File: src/rtl/wfifo_wr_arbiter.sv
// Round-robin arbiter that shares one async-FIFO write port between NREQ packet sources.
// A grant is held for a whole packet. An optional tag word carrying the requester id precedes each packet.
module wfifo_wr_arbiter #(
    parameter int NREQ       = 4,
    parameter int ID_WIDTH   = 2,
    parameter int DATA_WIDTH = 8,
    parameter int TAG_EN     = 1
) (
    input  logic                       i_wclk,
    input  logic                       i_wrst_n,
    input  logic [NREQ-1:0]            i_req_valid,
    input  logic [NREQ*DATA_WIDTH-1:0] i_req_data,
    input  logic [NREQ-1:0]            i_req_last,
    output logic [NREQ-1:0]            o_req_ready,
    input  logic                       i_wfull,
    output logic                       o_winc,
    output logic [DATA_WIDTH-1:0]      o_wdata,
    output logic [ID_WIDTH-1:0]        o_grant_id,
    output logic                       o_busy
);

    typedef enum logic [1:0] {IDLE, TAG, DATA} state_t;

    state_t                state_reg, state_next;
    logic [ID_WIDTH-1:0]   grant_reg, grant_next;
    logic [ID_WIDTH-1:0]   last_grant_reg, last_grant_next;

    logic [DATA_WIDTH-1:0] req_word [NREQ];
    logic [DATA_WIDTH-1:0] grant_word;
    logic [DATA_WIDTH-1:0] tag_word;
    logic                  grant_valid;
    logic                  grant_last;
    logic                  pick_found;
    logic [ID_WIDTH-1:0]   pick_id;

    generate
        for (genvar gi = 0; gi < NREQ; gi++) begin : g_slice
            assign req_word[gi] = i_req_data[gi*DATA_WIDTH +: DATA_WIDTH];
        end
    endgenerate

    // Walk offsets from farthest to nearest so the nearest valid requester after last_grant wins.
    always_comb begin
        pick_found = 1'b0;
        pick_id    = '0;
        for (int i = NREQ - 1; i >= 0; i--) begin
            for (int k = 0; k < NREQ; k++) begin
                if (((int'(last_grant_reg) + 1 + i) % NREQ) == k && i_req_valid[k]) begin
                    pick_found = 1'b1;
                    pick_id    = ID_WIDTH'(k);
                end
            end
        end
    end

    always_comb begin
        grant_word  = '0;
        grant_valid = 1'b0;
        grant_last  = 1'b0;
        for (int k = 0; k < NREQ; k++) begin
            if (grant_reg == ID_WIDTH'(k)) begin
                grant_word  = req_word[k];
                grant_valid = i_req_valid[k];
                grant_last  = i_req_last[k];
            end
        end
        tag_word                 = '0;
        tag_word[ID_WIDTH-1:0]   = grant_reg;
    end

    always_ff @(posedge i_wclk or negedge i_wrst_n) begin
        if (!i_wrst_n) begin
            state_reg      <= IDLE;
            grant_reg      <= '0;
            last_grant_reg <= ID_WIDTH'(NREQ - 1);
        end else begin
            state_reg      <= state_next;
            grant_reg      <= grant_next;
            last_grant_reg <= last_grant_next;
        end
    end

    always_comb begin
        state_next      = state_reg;
        grant_next      = grant_reg;
        last_grant_next = last_grant_reg;
        o_winc          = 1'b0;
        o_wdata         = '0;
        o_req_ready     = '0;
        case (state_reg)
            IDLE: begin
                if (pick_found) begin
                    grant_next = pick_id;
                    state_next = (TAG_EN != 0) ? TAG : DATA;
                end
            end
            TAG: begin
                o_wdata = tag_word;
                o_winc  = !i_wfull;
                if (!i_wfull) begin
                    state_next = DATA;
                end
            end
            DATA: begin
                for (int k = 0; k < NREQ; k++) begin
                    o_req_ready[k] = (grant_reg == ID_WIDTH'(k)) && !i_wfull;
                end
                o_wdata = grant_word;
                o_winc  = grant_valid && !i_wfull;
                // The grant is only released once the last word is actually accepted.
                if (grant_valid && !i_wfull && grant_last) begin
                    last_grant_next = grant_reg;
                    state_next      = IDLE;
                end
            end
            default: state_next = IDLE;
        endcase
    end

    assign o_grant_id = grant_reg;
    assign o_busy     = (state_reg != IDLE);

endmodule
File: config.mk
export PLATFORM = sky130hd
export DESIGN_NAME = wfifo_wr_arbiter
export DESIGN_NICKNAME = d
export VERILOG_FILES = /design/src/rtl/wfifo_wr_arbiter.sv
export SDC_FILE = /design/constraint.sdc
export NUM_CORES = 1
export LEC_CHECK = 0
export ABC_CLOCK_PERIOD_IN_PS = 2500
export CAP_MARGIN = 10
export CELL_PAD_IN_SITES_DETAIL_PLACEMENT = 0
export CELL_PAD_IN_SITES_GLOBAL_PLACEMENT = 2
export CORE_MARGIN = 10
export CORE_UTILIZATION = 19
export CTS_CLUSTER_DIAMETER = 100
export DETAILED_ROUTE_END_ITERATION = 6
export PLACE_DENSITY_LB_ADDON = 0.1
export SYNTH_ARGS = -nofsm -noshare
export SYNTH_HDL_FRONTEND = slang
export SYNTH_SLANG_ARGS = --single-unit
File: constraint.sdc
create_clock -name i_wclk -period 2.5 [get_ports i_wclk]
set_input_delay 0.25 -clock i_wclk [delete_from_list [all_inputs] [get_ports i_wclk]]
set_output_delay 0.25 -clock i_wclk [all_outputs]
set_load 0.01 [all_outputs]
Yosys cells after proc, flatten, opt, wreduce, memory -nomap -nowiden --
Index checks and enable logic that the tools add are counted.
Cells by class: $add $sub $neg 4, equal/unequal tests 20, multiplexer cells 50, bitwise gates (word level) 4, reduce and logical (&&, ||, !) cells 37
Operators by type and width (count):
- $logic_not 32->1 | 4
- $add 32x3->32 const B | 2
- $mux 2 | 17
- $add 32x2->32 const B | 1
- $mux 8 | 4
- $mux 1 | 25
- $eq 3x3->1 const B | 8
- $logic_and 1x1->1 | 22
- $pmux 8 s2 | 1
- $eq 3x2->1 const B | 4
- $reduce_or 2->1 | 4
- $eq 2x2->1 const B | 3
- $ne 2x2->1 const B | 3
- $pmux 2 s3 | 1
- $eq 2x1->1 const B | 2
- $logic_not 2->1 | 2
- $mux 4 | 1
- $reduce_and 2->1 | 2
- $add 2x1->3 const B | 1
- $and 1x1->1 | 3
- $reduce_and 3->1 | 1
- $pmux 1 s2 | 1
- $reduce_bool 2->1 | 1
- $and 1x1->1 const A | 1
- $logic_not 1->1 | 1
Word-level totals: register bits 6, input bits 43, output and inout port bits 16

Longest topological paths before layout --
Gate-level depths: netlist of run 1.
depth in word-level cells 24, depth in mapped cells 6

Worst setup path after synthesis of run 1 --
Ideal clock, no wire load.
path type register to output, start point reg grant_reg[0], in the netlist o_grant_id[0], end point out o_wdata[3], data arrival time 1.620 ns, slack 0.630 ns, stages on the path, launching flop included 5, path buffers 2, path through dfrtp_1 > buf_6 > clkbuf_1 > mux4_2 > and3_1
On the way: cells in the longest elaborated chain, start to end 6, elaborated cells between the ends (all ways) 9, classes of those cells eq/ne (3); mux (5); reduce/logical (1)
RTL lines:
- from (decl) | line 25 | logic [ID_WIDTH-1:0] grant_reg, grant_next;
- from (signal assigned) | line 78 | grant_reg <= grant_next;
- $logic_not 2->1 | line 61 | if (grant_reg == ID_WIDTH'(k)) begin
- $mux 8 (3 in series) | line 61
- $mux 8 (*) | line 61
- $pmux 8 s2 (*) | line 90 | case (state_reg)
- to (decl) | line 17 | output logic [DATA_WIDTH-1:0] o_wdata,
Every way passes the cells marked *; elsewhere a longest branch is shown, timed or not.

Worst setup path in the final report of run 1 --
start point reg grant_reg[0], in the netlist o_grant_id[0], end point out o_wdata[1]
Same word-level chain as after synthesis.

==> results.md, run 1 <==
- CP required: 2.25 ns
- Arrival @ worst endpoint: between 2 and 2.5 ns
- Via density: around 4.7
- Routed wire length: 3328 um
- Max Slew Vio Count: 0
- Fin. Hold Viols: 0
- Ant. Diodes: 0
- Critical Path Source Type: flip-flop
- Final setup violation count: 0
- Final non-filler cell total: 191
- Clk root buf: clkbuf_8
- Post-synth top area cell: mux4_1
- Synthesis Warnings: 0
- Core ar.: a little over 0.004 mm2
- PD cells: roughly 800 mW/mm2
- Period utilization: 0.9295
- Outcome: completed
- Post-CTS Hold Fix Bufs: 0
- Worst-Skew Late Latency: 0.23 ns
- CP endpoint kind: output pin
- CTS Buf Count: 3
- Max Fclk: approximately 430 MHz
- Count of state elements after synthesis: 6
- Final #Nets: 189
- Clock Skew: 0.005866 ns
- Share of the synthesized area in the top cell type: 0.1651
- WL per Instance: 17.42 um
- IO Port Bufs: 58
- Number of max-cap violations: 0
- Actual slew at the worst max-slew pin: about 0.40 ns
- Layout cells sized above 1: 0.1348
- Worst min-delay path category: input pin to asynchronous set/reset pin
- Max rail drop VDD: 0.0004076 V
- DRT antenna net count: 0
- Final min period: around 2.3 ns
- PostCTS Resize Cnt: 0
- Initial antenna violation count: 0
- Area Overhead vs Synth: 87.89%
- Post-DP HPWL: between 2000 and 3000 um
- P_leak: roughly 0.59 nW
- H-tree Lvls: 1
- Routed via count: slightly below 900
- Global-route wire length before repair: about 5300 um
- RSZ-0062 raised after global routing: false
- Ports: between 50 and 60
- Syn avg cell area: between 10 and 15 um2
- Syn nets: approximately 130
- Placed Cells: ~190
- Sequential fraction of the synthesis area: 0.1918
- Fill count: between 400 and 500
- GPL Wtd Cong: 0.7865
- Max-slew headroom: 0.7334
- Worst setup path category: flip-flop to output pin
- Syn Std Cell Area: around 800 um2
- Cell Rows: 23
- Top post-synthesis cells by area: mux4_1, mux4_2, dfrtp_1, dfstp_2, ha_1
- Largest net degree at the start of global routing: 13
- Number of distinct library cells after synthesis: 29
- Die Y: ~85 um
- Initial DRC count: 38
- Grt total ovfl: 0
- Setup tns final: 0 ns
- Total clock sinks: 6
- Clock transition at path regs: approximately 0.04 ns
- CP max FO: 11
- Vias in the first global route: slightly above 900
- GRT Util Overall: 0.09187
- CTS tree: built
- Clk buf depth: 2
- Setup Buffers After CTS: 0
- Die Span X: roughly 85 um
- Sequential Area: 152.6 um2
- Die footprint: approximately 0.007 mm2
- DRC: 0
- Multi-input gate area: ~600 um2
- Starting density of the core: 0.1975
- Final core utilization: 0.3711
- Drt pass-1 iters: 4
- Cell count after synthesis: approximately 80
-- through the flow --
stage / setup WS [ns] / area (um2) / hold slack (ns) / power (mW)
2_1_floorplan: 0.6297 / 795.8 / -0.04559 / 0.7056
3_5_place_dp: 0.2265 / 1450 / 0.5106 / 1.064
5_1_grt: 0.02150 / 1495 / 0.2771 / 1.321
6_report: 0.1763 / 1495 / 0.2628 / 1.203
3_3_place_gp: 0.2384 / 1450 / 0.5096 / 1.061
4_1_cts: 0.1401 / 1495 / 0.2643 / 1.232
-- where the power goes --
part	internal (mW)	switching, mW	leakage (nW)	total [mW]
Combinational	0.476	0.369	0.499	0.845
Sequential	0.151	0.0523	0.0704	0.203
Clock	0.110	0.0448	0.0228	0.155
-- routing by layer --
metal  global-route usage  vias to the layer above  share of wire
met4              0.01946                        0         0.0081
li1                     -                      429              -
met3              0.03961                        2          0.076
met5                    0                        -              0
met2               0.1448                       37           0.47
met1               0.1131                      423           0.44
-- area by class of cell --
type / count / area share
repair buffers: 63 / 0.4134
multi-input cells: 63 / 0.4000
flip-flops and latches: 6 / 0.1021
well taps: 50 / 0.04184
clock buffers: 4 / 0.03013
inverters: 5 / 0.01255
-- worst paths after layout --
| kind | startpoint | end | slack [ns] | cells past startpoint |
|---|---|---|---|---|
| min in group i_wclk | state_reg[0]$_DFFE_PN0P_ | state_reg[0]$_DFFE_PN0P_ | 0.51 | 1 |
| min reg2reg | state_reg[0]$_DFFE_PN0P_ | state_reg[0]$_DFFE_PN0P_ | 0.51 | 1 |
| max reg2reg | o_grant_id[1]$_DFFE_PN0P_ | state_reg[0]$_DFFE_PN0P_ | 0.71 | 5 |
| min | i_wrst_n | state_reg[0]$_DFFE_PN0P_ | 0.26 | 1 |
| max | o_grant_id[0]$_DFFE_PN0P_ | o_wdata[1] | 0.18 | 5 |
| max in group asynchronous | i_wrst_n | last_grant_reg[0]$_DFFE_PN1P_ | 1.96 | 1 |
-- kinds of logic after synthesis --
| logic type | after synthesis | share of synthesized area |
|---|---|---|
| DFF | 6 | 0.1918 |
| and+or+nand+nor | 30 | 0.2013 |
| adders and majority gates | 4 | 0.06290 |
| buffers and inverters | 10 | 0.05660 |
| AOI/OAI and AO/OA | 15 | 0.1258 |
| muxes | 14 | 0.3616 |
-- synth_stat cells --
library cell,number
mux2_1,1
nand3_1,1
a21oi_1,5
a221oi_1,1
a211o_1,1
ha_1,4
and3_1,6
nand2b_1,2
mux4_1,5
nor2_2,1
inv_1,5
buf_6,1
o21ai_0,2
a22oi_1,3
dfstp_2,2
nor2_1,4
or4_1,1
o221a_2,1
mux2i_1,1
nor3b_1,2
and2_1,1
mux4_2,5
mux2_2,2
dfrtp_1,4
o31ai_1,1
clkbuf_1,4
nand2_1,8
a31oi_1,1
nor2b_1,4
-- placed cells by master, fill, tap and decap left out, types with 2 or more instances in the layout --
cell type and count:
a21oi_1 5, a22oi_1 3, and3_1 6, buf_4 5
clkbuf_8 3, clkdlybuf4s50_1 58, dfrtp_1 4, dfstp_2 2
ha_1 4, inv_1 5, mux2_2 2, mux4_1 5
mux4_2 5, nand2_1 8, nand2b_1 2, nor2_1 4
nor2b_1 4, nor3b_1 2, o21ai_0 2
-- critical path, cell delays in order (launching register included) --
cell	delay, ns
dfrtp_1	0.34
buf_4	0.21
mux4_1	0.60
a22oi_1	0.15
nor2b_1	0.06
clkdlybuf4s50_1	0.49
Note: power is estimated with default switching activity, not from simulation.
==> run 2: changes to the inputs <==
- CORE_MARGIN: 10 -> not set
- GPL_TIMING_DRIVEN: not set -> 0
==> run 2 against run 1 <==
  * Sequential share of layout area up 0.14 points
  * Maximum frequency is 1.2% lower
  * Non-clock buffer count is 2 lower
  * Design area decreased by 1.3%
  * Die area is 38% lower
  * Critical path depth unchanged
  * Utilization down 0.23 points
  * Critical path type unchanged
  * Critical endpoint is now o_winc
==> results.md, run 2 (synthesized netlist as in run 1, its figures left out) <==
- CP endpoint kind: output pin
- Sw Ratio: 0.3924 (+0.004888)
- CP max FO: 17 (+6)
- Largest net degree at the start of global routing: 11 (-2)
- Share of power burned in combinational logic: 0.699 (-0.003)
- Number of max-cap violations: 0 (unchanged)
- Worst path slowest cell: mux4_2
- Post-DP HPWL: 2425 um (-13%)
- GRT Util Overall: 0.1365 (+0.04459)
- CTS tree: built
- Worst min-delay path category: input pin to asynchronous set/reset pin
- Max rail drop VDD: 0.0007680 V (+88%)
- Most common cell after layout, fill and taps aside: clkdlybuf4s50_1
- Max-slew headroom: 0.7432 (+0.009831)
- IO Port Bufs: 58 (unchanged)
- Busiest layer in global routing: met2
- Period utilization: 0.9407 (+0.01124)
- DRT antenna net count: 0 (unchanged)
- Actual slew at the worst max-slew pin: 0.3852 ns (-0.01475 ns)
- Clk root buf: clkbuf_8
- Clk buf depth: 2 (unchanged)
- Final #Nets: 187 (-1.1%)
- DRC: 0 (unchanged)
- Critical Path Source Type: flip-flop
- Fill count: 418 (+2.7%)
- H-tree Lvls: 1 (unchanged)
- P_leak: 0.5812 nW (-1.9%)
- Global-route wire length before repair: 4436 um (-16%)
- Grt total ovfl: 0 (unchanged)
- RSZ-0062 raised after global routing: false
- Sequential Area: 152.6 um2 (unchanged)
- Final min period: 2.352 ns (+0.02809 ns)
- Clock Skew: 0.001702 ns (-0.004164 ns)
- Delay-heaviest family, CP: buffers and inverters
- Routed wire length: 2924 um (-12%)
- Grt met2 use: 0.2538 (+0.1090)
- Initial DRC count: 24 (-37%)
- Setup Buffers After CTS: 0 (unchanged)
- Arrival @ worst endpoint: 2.10 ns (+0.03 ns)
- Ports: 59 (unchanged)
- Post-CTS Hold Fix Bufs: 0 (unchanged)
- Starting density of the core: 0.1989 (+0.001421)
- Initial antenna violation count: 0 (unchanged)
- WP buf/inv: 2 (unchanged)
- Multi-input gate area: 598.1 um2 (unchanged)
- Die footprint: 0.004451 mm2 (-38%)
- RR Startpoint: o_grant_id[0]$_DFFE_PN0P_
- Ant. Diodes: 0 (unchanged)
- Drt pass-1 iters: 2 (-2)
- Clock power share: 0.122 (-0.007)
- Grt met3 use: 0.02226 (-0.01735)
- GPL Wtd Cong: 0.6799 (-14%)
- Outcome: completed
- Die Y: 66.72 um (-21%)
- Clock transition at path regs: 0.04 ns (about the same)
- M1 GR Usage: 0.1539 (+0.04085)
- Post-Place Worst Slack: 0.06215 ns (-0.1643 ns)
- Via density: 4.601 (-1.4%)
- Total clock sinks: 6 (unchanged)
- CP required: 2.25 ns (about the same)
- Setup tns final: 0 ns (unchanged)
- Most frequent cells in the layout: clkdlybuf4s50_1, nand2_1, and3_1
- Max Slew Vio Count: 0 (unchanged)
- Layout cells sized above 1: 0.1232 (-0.01156)
- Final setup violation count: 0 (unchanged)
- Final WS setup: 0.1482 ns (-0.02809 ns)
- Core ar.: 0.004000 mm2 (-0.71%)
- WL per Instance: 15.55 um (-11%)
- CTS Buf Count: 3 (unchanged)
- Int Pwr: 0.7110 mW (-3.5%)
- Critical path origin: o_grant_id[0]$_DFFE_PN0P_
- Largest stage delay on the critical path: 0.59 ns (about the same)
- Worst-path cell chain: buf_6 -> mux4_2 -> a21oi_1 -> nor3b_1 -> clkdlybuf4s50_1
- Switching power: 0.4591 mW (-1.5%)
- Fin. Hold Viols: 0 (unchanged)
- Worst-Skew Late Latency: 0.22 ns (about the same)
- PD cells: 793.2 mW/mm2 (-1.4%)
- Max Fclk: 425.2 MHz (-1.2%)
- Vias in the first global route: 865 (-6.7%)
- Routed via count: 865 (-2.9%)
- Die Span X: 66.72 um (-21%)
- Worst setup path category: flip-flop to output pin
- Area Overhead vs Synth: 85.38%
- Reg power frac: 0.179 (+0.010)
- Cell Rows: 23 (unchanged)
-- run 2: changes by cell type in the layout (fill, tap and decap cells not counted) --
cell / delta
buf_4: -5
clkbuf_2: +2
buf_6: +1
clkbuf_1: -1
-- run 2: power groups by stage --
stage	combinational, mW	clock, mW	sequential [mW]
after floorplan	0.520	0	0.186
after global placement	0.856	0	0.187
after detailed placement	0.860	0	0.191
after CTS	0.846	0.151	0.211
after global routing	0.901	0.155	0.218
final	0.818	0.142	0.209
-- run 2: metrics by stage --
stage / hold WS (ns) / instance area, um2 / power (mW) / utilization / cells
after detailed placement: 0.5172 / 1439 / 1.051 / 0.3597 / 187
after global placement: 0.5038 / 1439 / 1.043 / 0.3597 / 187
after CTS: 0.2764 / 1480 / 1.208 / 0.3700 / 189
final: 0.2742 / 1475 / 1.170 / 0.3688 / 188
after global routing: 0.2907 / 1475 / 1.275 / 0.3688 / 188
after floorplan: -0.04559 / 795.8 / 0.7056 / - / 79
-- run 2: area by class of cell --
cell class                 instances  share of cell area
tap                               50             0.04241
multi-input combinational         63              0.4054
inverter                           5             0.01272
buffer                             3             0.01442
sequential                         6              0.1035
timing repair buffer              58              0.3936
clock buffer                       3             0.02799
-- run 2: timing repair --
| item | 4_1_cts | 5_1_grt |
|---|---|---|
| gates resized for setup | 3 | 0 |
| pin swaps | 0 | 0 |
| endpoints found under the setup margin | 5 | 3 |
-- run 2: routing by layer --
| metal | part of all wire | vias up |
|---|---|---|
| met2 | 0.50 | 29 |
| met5 | 0 | - |
| met4 | 0.0031 | 0 |
| li1 | - | 427 |
| met1 | 0.43 | 407 |
| met3 | 0.075 | 2 |
-- run 2: final timing paths --
path / end / slack, ns / depth (start not counted)
max in group asynchronous: last_grant_reg[1]$_DFFE_PN1P_ / 1.95 / 1
min reg2reg: state_reg[0]$_DFFE_PN0P_ / 0.54 / 1
min: state_reg[0]$_DFFE_PN0P_ / 0.27 / 1
max: o_winc / 0.15 / 5
max reg2reg: state_reg[0]$_DFFE_PN0P_ / 0.64 / 5
min in group i_wclk: state_reg[0]$_DFFE_PN0P_ / 0.54 / 1
==> run 3: changes to the inputs <==
- CORE_MARGIN: not set -> 5
- CTS_BUF_LIST: not set -> sky130_fd_sc_hd__clkbuf_8 sky130_fd_sc_hd__clkbuf_16
==> run 3 against run 2 <==
  * Worst hold slack got worse by 0.014 ns
  * Non-clock buffer count is the same
  * Critical path depth is the same
  * Highest routed layer unchanged
==> results.md, run 3 (synthesized netlist as in run 1, its figures left out) <==
- GRT Util Overall: 0.1060 (-0.03047)
- Arrival @ worst endpoint: 2.11 ns (about the same)
- Total clock sinks: 6 (unchanged)
- Routed via count: 883 (+2.1%)
- Die Span X: 74.72 um (+12%)
- Worst min-delay path category: input pin to asynchronous set/reset pin
- Max rail drop VDD: 0.0004021 V (-48%)
- CTS tree: built
- Largest net degree at the start of global routing: 11 (unchanged)
- Post-DP HPWL: 2456 um (+1.3%)
- Post-Place Worst Slack: 0.001303 ns (-0.06085 ns)
- Drt pass-1 iters: 4 (+2)
- CP endpoint kind: output pin
- Final WS setup: 0.1430 ns (-0.005228 ns)
- Vias in the first global route: 928 (+7.3%)
- Actual slew at the worst max-slew pin: 0.3853 ns (+0.00006771 ns)
- DRT antenna net count: 0 (unchanged)
- H-tree Lvls: 1 (unchanged)
- Setup tns final: 0 ns (unchanged)
- RSZ-0062 raised after global routing: false
- Max-slew headroom: 0.7432 (about the same)
- Critical Path Source Type: flip-flop
- Initial DRC count: 4 (-83%)
- Final #Nets: 187 (unchanged)
- Layout cells sized above 1: 0.1223 (-0.0008862)
- Global-route wire length before repair: 4526 um (+2.0%)
- CP required: 2.25 ns (about the same)
- Most common cell after layout, fill and taps aside: clkdlybuf4s50_1
- Final min period: 2.357 ns (+0.005228 ns)
- Max Slew Vio Count: 0 (unchanged)
- Die Y: 74.72 um (+12%)
- PD cells: 792.7 mW/mm2 (about the same)
- CTS Buf Count: 3 (unchanged)
- IO Port Bufs: 58 (unchanged)
- Clk buf depth: 2 (unchanged)
- Worst-Skew Late Latency: 0.23 ns (about the same)
- WL per Instance: 15.39 um (-1.1%)
- Fill count: 418 (unchanged)
- Cell Rows: 23 (unchanged)
- Fin. Hold Viols: 0 (unchanged)
- Ports: 59 (unchanged)
- CP max FO: 17 (unchanged)
- Max Fclk: 424.3 MHz (-0.22%)
- P_leak: 0.5865 nW (+0.92%)
- Ant. Diodes: 0 (unchanged)
- DRC: 0 (unchanged)
- Setup Buffers After CTS: 0 (unchanged)
- Starting density of the core: 0.1975 (-0.001421)
- Clock transition at path regs: 0.04 ns (about the same)
- Worst setup path category: flip-flop to output pin
- Worst r2r path cells: 5 (unchanged)
- Final setup violation count: 0 (unchanged)
- Die footprint: 0.005582 mm2 (+25%)
- Via density: 4.672 (+1.5%)
- Number of max-cap violations: 0 (unchanged)
- GPL Wtd Cong: 0.6988 (+2.8%)
- Post-CTS Hold Fix Bufs: 0 (unchanged)
- Clock Skew: 0.005619 ns (+0.003918 ns)
- Most frequent cells in the layout: clkdlybuf4s50_1, nand2_1, inv_1, and3_1
- Clk root buf: clkbuf_8
- Period utilization: 0.9428 (+0.002091)
- Routed wire length: 2908 um (-0.55%)
- Initial antenna violation count: 0 (unchanged)
- Outcome: completed
- Core ar.: 0.004029 mm2 (+0.72%)
- Grt total ovfl: 0 (unchanged)
- Area Overhead vs Synth: 85.85%
run 3: cell types whose count changed in the layout (fill, tap and decap cells not counted), sizes merged:
cell	previous run	this run
inv	5	6
run 3: metal layers:
layer	track usage	vias up	wire [um]
li1	-	427	-
met1	0.1312	415	1256
met2	0.1873	37	1389
met3	0.02003	4	226
met4	0.02964	0	36
met5	0	-	0
run 3: where the power goes:
| part | switching, mW | leakage, nW | internal [mW] |
|---|---|---|---|
| clock | 0.0471 | 0.0269 | 0.106 |
| sequential | 0.0553 | 0.0704 | 0.151 |
| combinational | 0.357 | 0.489 | 0.456 |
| total | 0.459 | 0.586 | 0.713 |
run 3: through the flow:
| stage | area [um2] | power (mW) | cells | hold slack, ns | util |
|---|---|---|---|---|---|
| after CTS | 1485 | 1.216 | 190 | 0.2673 | 0.3686 |
| after global placement | 1439 | 1.042 | 187 | 0.5074 | 0.3571 |
| after detailed placement | 1439 | 1.050 | 187 | 0.5096 | 0.3571 |
| after floorplan | 795.8 | 0.7056 | 79 | -0.04559 | - |
| final | 1479 | 1.172 | 189 | 0.2600 | 0.3671 |
| after global routing | 1479 | 1.290 | 189 | 0.2810 | 0.3671 |
run 3: layout make-up:
class | count | area [um2] | area share
plain buffers | 3 | 21.27 | 0.01438
flip-flops and latches | 6 | 152.6 | 0.1032
clock inverters | 1 | 3.754 | 0.002538
inverters | 5 | 18.77 | 0.01269
multi-input cells | 63 | 598.1 | 0.4044
well taps | 50 | 62.56 | 0.04230
repair buffers | 58 | 580.6 | 0.3926
clock buffers | 3 | 41.29 | 0.02792
run 3: path summary, 6_finish.rpt:
path                       slack, ns                      start                            end
min                             0.26                   i_wrst_n      o_grant_id[0]$_DFFE_PN0P_
max reg2reg                     0.64  o_grant_id[0]$_DFFE_PN0P_       state_reg[0]$_DFFE_PN0P_
max in group asynchronous       1.97                   i_wrst_n  last_grant_reg[0]$_DFFE_PN1P_
min reg2reg                     0.53   state_reg[0]$_DFFE_PN0P_       state_reg[0]$_DFFE_PN0P_
min in group i_wclk             0.53   state_reg[0]$_DFFE_PN0P_       state_reg[0]$_DFFE_PN0P_
max                             0.14  o_grant_id[0]$_DFFE_PN0P_                         o_winc
run 3: repair_timing:
action                     CTS  global route
gates resized for setup      3             2
gates cloned                 0             0
setup endpoints to repair    4             2
run 3: critical path, cell delays in order (launching register included):
cell	delay, ns
dfrtp_1	0.36
buf_6	0.21
mux4_2	0.58
a21oi_1	0.17
nor3b_1	0.06
clkdlybuf4s50_1	0.50
